## src/rtl/fetch_pkg.sv

```systemverilog
// Shared definitions for the instruction fetch unit: FSM state encodings and
// the default WAIT-state timeout.
package fetch_pkg;

  typedef enum logic [2:0] {
    IDLE  = 3'd0,
    REQ   = 3'd1,
    WAIT  = 3'd2,
    VALID = 3'd3,
    ERR   = 3'd4
  } fetch_state_t;

  localparam int unsigned DEF_MEM_TIMEOUT = 16;

endpackage

```

## src/rtl/fetch_timer.sv

```systemverilog
// WAIT-state watchdog: clears on entry to WAIT, counts while enabled and
// flags expiry during the LIMIT-th enabled cycle.
module fetch_timer
  import fetch_pkg::*;
#(
  parameter int unsigned LIMIT = DEF_MEM_TIMEOUT
) (
  input  logic clk,
  input  logic reset,
  input  logic clear,
  input  logic enable,
  output logic expired
);

  localparam int unsigned CW = $clog2(LIMIT + 1);

  logic [CW-1:0] r_count;

  // Saturates at LIMIT so a stalled enable can never wrap back to zero.
  always_ff @(posedge clk) begin
    if (reset || clear) begin
      r_count <= '0;
    end else if (enable && (r_count != CW'(LIMIT))) begin
      r_count <= r_count + CW'(1);
    end
  end

  assign expired = enable && (r_count >= CW'(LIMIT - 1));

endmodule

```

## src/rtl/fetch_unit.sv

```systemverilog
// Single-outstanding instruction fetch unit between the core and instruction
// memory. Define FETCH_MISALIGN_CHECK_EN to trap misaligned pc instead of aligning it.
module fetch_unit
  import fetch_pkg::*;
#(
  parameter int unsigned XLEN        = 32,
  parameter int unsigned MEM_TIMEOUT = DEF_MEM_TIMEOUT
) (
  input  logic            clk,
  input  logic            reset,
  input  logic [XLEN-1:0] pc,
  input  logic            fetch_en,
  input  logic            redirect,
  output logic            imem_req,
  output logic [XLEN-1:0] imem_addr,
  input  logic            imem_gnt,
  input  logic            imem_rvalid,
  input  logic [XLEN-1:0] imem_rdata,
  output logic [XLEN-1:0] instr,
  output logic [XLEN-1:0] instr_pc,
  output logic            instr_valid,
  input  logic            instr_ready,
  output logic            pc_stall,
  output logic            fetch_err
);

  fetch_state_t    r_state;
  fetch_state_t    w_state_next;
  logic [XLEN-1:0] r_addr_q;
  logic [XLEN-1:0] r_instr;
  logic [XLEN-1:0] r_instr_pc;
  logic            r_discard_q;
  logic            w_discard_next;
  logic            w_latch;
  logic            w_capture;
  logic            w_expired;
  logic [XLEN-1:0] w_fetch_addr;

`ifdef FETCH_MISALIGN_CHECK_EN
  assign w_fetch_addr = pc;
`else
  assign w_fetch_addr = pc & {{(XLEN-2){1'b1}}, 2'b00};
`endif

  fetch_timer #(
    .LIMIT (MEM_TIMEOUT)
  ) u_timer (
    .clk     (clk),
    .reset   (reset),
    .clear   ((r_state == REQ) && imem_gnt),
    .enable  (r_state == WAIT),
    .expired (w_expired)
  );

  always_comb begin
    w_state_next   = r_state;
    w_latch        = 1'b0;
    w_capture      = 1'b0;
    w_discard_next = r_discard_q;
    if (imem_rvalid && r_discard_q) begin
      w_discard_next = 1'b0;
    end
    case (r_state)
      IDLE: begin
        if (fetch_en && !r_discard_q) begin
`ifdef FETCH_MISALIGN_CHECK_EN
          if (pc[1:0] != 2'b00) begin
            w_state_next = ERR;
          end else begin
            w_latch      = 1'b1;
            w_state_next = REQ;
          end
`else
          w_latch      = 1'b1;
          w_state_next = REQ;
`endif
        end
      end
      REQ: begin
        if (imem_gnt) begin
          w_state_next = WAIT;
        end
      end
      WAIT: begin
        if (imem_rvalid) begin
          w_capture    = 1'b1;
          w_state_next = VALID;
        end else if (w_expired) begin
          w_state_next = ERR;
        end
      end
      VALID: begin
        if (instr_ready) begin
          w_state_next = IDLE;
        end
      end
      ERR: begin
        w_state_next = ERR;
      end
      default: begin
        w_state_next = IDLE;
      end
    endcase
    // Redirect wins over everything; a response already accepted by memory
    // but not yet returned must be swallowed when it arrives.
    if (redirect) begin
      w_state_next = IDLE;
      w_latch      = 1'b0;
      w_capture    = 1'b0;
      if (((r_state == WAIT) && !imem_rvalid) || ((r_state == REQ) && imem_gnt)) begin
        w_discard_next = 1'b1;
      end
    end
  end

  always_ff @(posedge clk) begin
    if (reset) begin
      r_state     <= IDLE;
      r_addr_q    <= '0;
      r_instr     <= '0;
      r_instr_pc  <= '0;
      r_discard_q <= 1'b0;
    end else begin
      r_state     <= w_state_next;
      r_discard_q <= w_discard_next;
      if (w_latch) begin
        r_addr_q <= w_fetch_addr;
      end
      if (w_capture) begin
        r_instr    <= imem_rdata;
        r_instr_pc <= r_addr_q;
      end
    end
  end

  assign imem_req    = (r_state == REQ);
  assign imem_addr   = r_addr_q;
  assign instr       = r_instr;
  assign instr_pc    = r_instr_pc;
  assign instr_valid = (r_state == VALID);
  assign fetch_err   = (r_state == ERR);
  assign pc_stall    = !reset && fetch_en && !((r_state == VALID) && instr_ready);

endmodule

```

## config.mk

```make
export PLATFORM = sky130hd
export DESIGN_NAME = fetch_unit
export DESIGN_NICKNAME = d
export VERILOG_FILES = /design/src/rtl/fetch_pkg.sv /design/src/rtl/fetch_timer.sv /design/src/rtl/fetch_unit.sv
export SDC_FILE = /design/constraint.sdc
export NUM_CORES = 1
export LEC_CHECK = 0
export CAP_MARGIN = 20
export CORE_UTILIZATION = 39
export DETAILED_ROUTE_END_ITERATION = 7
export GPL_TIMING_DRIVEN = 0
export PLACE_DENSITY = 0.76
export SKIP_CTS_REPAIR_TIMING = 1
export SLEW_MARGIN = 5
export SYNTH_ARGS = -nofsm -noshare
export SYNTH_HDL_FRONTEND = slang
export SYNTH_HIERARCHICAL = 1
export SYNTH_SLANG_ARGS = --single-unit
```

## constraint.sdc

```tcl
create_clock -name clk -period 1.9 [get_ports clk]
set_input_delay 0.19 -clock clk [delete_from_list [all_inputs] [get_ports clk]]
set_output_delay 0.19 -clock clk [all_outputs]
set_load 0.01 [all_outputs]
```

==> results <==
- Along the worst path, the maximum fanout reaches 12.
- Buffers placed on the I/O ports in this run total 164.
- From bottom edge to top edge, the die measures 107 um.
- The floorplan step set the die width to 107 um.
- The required time of the worst setup path is 2.13 ns.
- Across every metal layer, demand over resource in global routing totals 0.217.
- The basic-gate share of the synthesized area counting and, or, nand and nor cells is 0.156.
- From synthesis to final layout, the design area changed by 48.2%.
- For this run, the leading register cell type out of synthesis is sky130_fd_sc_hd__dfxtp_1.
- Dividing the final minimum period by the clock period gives 0.985.
- Yosys mapped a number of flops with a built-in enable equal to 0.
- STA classifies the critical path endpoint as a flop.
- The clock tree synthesis step divided the H-tree into 3 levels.
- The number of slew-limit violations in the final report is 0.
- The pre-antenna-repair detailed-routing pass consisted of 5 iterations.
- For this design the ratio of total power to cell area is 633 nW/um^2.
- The via count of the first global-routing pass is 4235.
- The ratio of cells with drive above 1 in the final layout is 0.106.
- The most common cell after layout, fill and taps aside is sky130_fd_sc_hd__clkdlybuf4s50_1.
- The boundary pin count is 171.
- The region available for standard cell placement spans 10800 um^2.
- The total of warnings raised by yosys is 6.
- For the worst-skew pair, the clock arrives at the later sink with an insertion delay of 0.35 ns.
- The internal reg-to-reg setup slack is 0.03 ns.
- Entering global routing, the biggest net connects 17 pins.
- The routed length on met1 is 5.47 mm.
- The capturing point of the worst reg2reg path is r_state[0].
- The setup-violating endpoint count in the final report is 0.
- STA classifies the critical path startpoint as a flop.
- The share of the yosys chip area belonging to registers is 0.467.
- The floorplan step defined a die boundary enclosing 11500 um^2.
- The length of routed met3 wiring is 750 um.
- The post-synthesis cell count is 493.
- Summed over all cells, the static leakage comes to 2.20 nW.
- Counting flops with an async set or reset pin after synthesis yields a share of 0.
- Across the routed clock network, the largest skew measured is 0.00582 ns.
- The number of antenna violations at the first check in global routing is 0.
- Dividing the detail-routed via count by the number of cells gives 5.30.
- CTS placed an instance of sky130_fd_sc_hd__clkbuf_8 at the clock tree root.
- The number of synthesized register bits is 101.
- The run finished with clean final reports.
- TritonCTS built the clock tree.
- The congestion estimate from routability-driven global placement came to 0.799.
- Counting cells, the worst reg-to-reg path comes to 8.
- The synthesized-area fraction occupied by xor and xnor cells is 0.00202.
- The compound-gate portion of the synthesized area is 0.237.
- The routed wirelength normalized by instance count is 15.4 um.
- After clock tree synthesis, the clock-pin slew on the worst setup and hold paths is 0.10 ns.
- The number of antenna diodes in the final layout is 0.
- By startpoint and endpoint, the worst setup path is classified as flop to flop.
- The number of placed instances, taps included, is 800.
- For the worst setup path, the data arrival time is 2.10 ns.
- The worst register-to-register path begins at r_state[0].
- The count of unresolved DRC violations after routing is 0.
- The final worst-path setup slack is 0.0288 ns.
- The routed design has 12.6 mm of wire.
- The number of violations of the max-capacitance limit is 0.
- The final-report hold violation count is 0.
- After the last flow step, the layout net total stands at 748.
- For this block, the initial DRC count from the detailed router was 208.
- At the pin with the least slew margin, the transition time is 0.554 ns.
- In this run, CTS created clock tree buffers numbering 9.
- After synthesis, the largest family of logic cells by area is compound AO/OA/AOI/OAI gates.
- The total global routing overflow is 0.
- The synthesized netlist contains 48 unique library cells.
- The initial utilization of the core area, before any placement, comes to 0.399.
- The floorplan has 38 rows.
- The first global-routing pass estimated 19.9 mm of wire.
- The class of the tightest hold or removal check is input port to flop.
- The remaining max-slew budget at the tightest pin is 0.631.
- The highest clock rate is 0.534 GHz.
- The worst slack on hold paths is 0.389 ns.
- Averaged over all synthesized cells, the footprint is 8.78 um^2.
- In the detailed route, the total length drawn on met2 is 6.16 mm.
- Routed signal wires occupy layers up through met4.
- Along the worst hold path, the cell count comes to 3.
- The number of clock sinks is 101.
- The source of the worst hold timing path is imem_rdata[26].
- After the flow finishes, the layout carries non-filler instances totaling 818.
- The detail route stage leaves a number of antenna-violating nets equal to 0.
- The minimum clock period after layout is 1.87 ns.
- The sum of net half-perimeters after detailed placement is 8.97 mm.
- The detailed router placed 4336 vias in this run.
- The peak supply drop is 0.000410 V.
- The worst-case clock buffer depth is 2.
- Setup repair after global routing could not meet its margin everywhere.
- The worst hold path terminates at instr[26].
- Of the total synthesized cell area, the portion taken by full adders, half adders and majority gates is 0.00867.
- In this run the worst setup path begins at r_state[0].
- Leaving out fill and tap cells, the most frequent cells in the layout are 163 x sky130_fd_sc_hd__clkdlybuf4s50_1, 100 x sky130_fd_sc_hd__dfxtp_1, 94 x sky130_fd_sc_hd__a21oi_1.
- The total standard cell area after synthesis is 4330 um^2.
- The multiplexer fraction of the synthesized cell area is 0.00463.
- The placement-stage worst setup slack is -0.185 ns.
-- how the worst max path moves through the flow --
stage | endpoint | slack, ns | depth (start not counted)
2_1_floorplan | r_state[0] | 0.03 | 9
3_3_place_gp | r_state[0] | -0.12 | 9
3_5_place_dp | r_state[0] | -0.19 | 9
4_1_cts | r_state[0] | -0.20 | 9
5_1_grt | r_state[0] | -0.02 | 8
6_report | r_state[0] | 0.03 | 8
-- final cells by class --
class	count	area, um^2
inverters	8	56.3
fillers	979	4430
plain buffers	53	465
repair inverters	1	11.3
multi-input cells	333	1830
well taps	140	175
clock inverters	5	60.1
repair buffers	167	1670
flip-flops and latches	101	2020
clock buffers	10	128
-- routing by layer --
metal	track usage	vias to the layer above
li1	-	2113
met2	0.374	146
met3	0.0533	18
met4	0.0714	0
met1	0.264	2059
met5	0	-
-- cells by family (layout without fill, tap and decap cells) --
kind of cell,after synthesis,after routing
adders and majority gates,3,3
DFF,101,101
buffers and inverters,62,244
and+or+nand+nor,126,126
xor gates and xnor gates,1,1
AOI/OAI and AO/OA,197,197
muxes,2,2
other,1,4
-- synthesized netlist by cell type, types with 2 or more instances --
master,n,share of area
sky130_fd_sc_hd__buf_4,4,0.0069
sky130_fd_sc_hd__ha_1,3,0.0087
sky130_fd_sc_hd__or2_2,2,0.0029
sky130_fd_sc_hd__buf_1,3,0.0026
sky130_fd_sc_hd__a21oi_1,94,0.11
sky130_fd_sc_hd__dfxtp_1,101,0.47
sky130_fd_sc_hd__clkbuf_1,12,0.010
sky130_fd_sc_hd__nand4_1,2,0.0029
sky130_fd_sc_hd__buf_12,6,0.028
sky130_fd_sc_hd__nor3b_1,2,0.0035
sky130_fd_sc_hd__inv_1,7,0.0061
sky130_fd_sc_hd__or3b_1,2,0.0040
sky130_fd_sc_hd__o21ai_1,29,0.034
sky130_fd_sc_hd__clkbuf_4,2,0.0035
sky130_fd_sc_hd__o21ai_0,62,0.072
sky130_fd_sc_hd__clkbuf_2,6,0.0069
sky130_fd_sc_hd__nand2_1,8,0.0069
sky130_fd_sc_hd__o21ai_2,2,0.0040
sky130_fd_sc_hd__dlygate4sd3_1,2,0.0046
sky130_fd_sc_hd__mux2i_1,2,0.0046
sky130_fd_sc_hd__nor3_1,2,0.0023
sky130_fd_sc_hd__buf_6,8,0.021
sky130_fd_sc_hd__nor2b_1,4,0.0058
sky130_fd_sc_hd__nor2_1,3,0.0026
sky130_fd_sc_hd__buf_2,3,0.0035
sky130_fd_sc_hd__nand2b_1,3,0.0043
sky130_fd_sc_hd__dlygate4sd1_1,2,0.0040
sky130_fd_sc_hd__nand3_1,92,0.11
sky130_fd_sc_hd__clkbuf_8,6,0.019
-- critical path: stages (launching register included) --
cell,delay [ns]
sky130_fd_sc_hd__dfxtp_1,0.32
sky130_fd_sc_hd__buf_6,0.13
sky130_fd_sc_hd__or3b_4,0.38
sky130_fd_sc_hd__buf_12,0.15
sky130_fd_sc_hd__clkinv_16,0.08
sky130_fd_sc_hd__a21boi_4,0.20
sky130_fd_sc_hd__inv_2,0.06
sky130_fd_sc_hd__o311ai_4,0.32
sky130_fd_sc_hd__a221oi_2,0.11
-- flip-flops by register name (all words and copies together) (netlist names) --
| name | count |
|---|---|
| imem_addr | 30 |
| r_state | 3 |
| r_discard_q | 1 |
| instr | 32 |
| instr_pc | 30 |
| u_timer/r_count | 5 |
-- per-stage QoR --
step           setup TNS, ns  total power [mW]  utilization  area, um^2
3_3_place_gp           -2.89              2.74        0.568        6160
6_report                   0              4.06        0.592        6410
5_1_grt              -0.0214              4.23        0.592        6410
2_1_floorplan              0              2.46            -        4340
3_5_place_dp           -5.48              2.75        0.568        6160
4_1_cts               -0.440              4.09        0.586        6350
-- power breakdown --
group          switching (mW)  internal [mW]  leakage, nW
clock network           0.738          0.611       0.0931
registers              0.0286           2.15        0.817
logic                   0.246          0.283         1.29
total                    1.01           3.05         2.20
(Power assumes the default switching activity.)
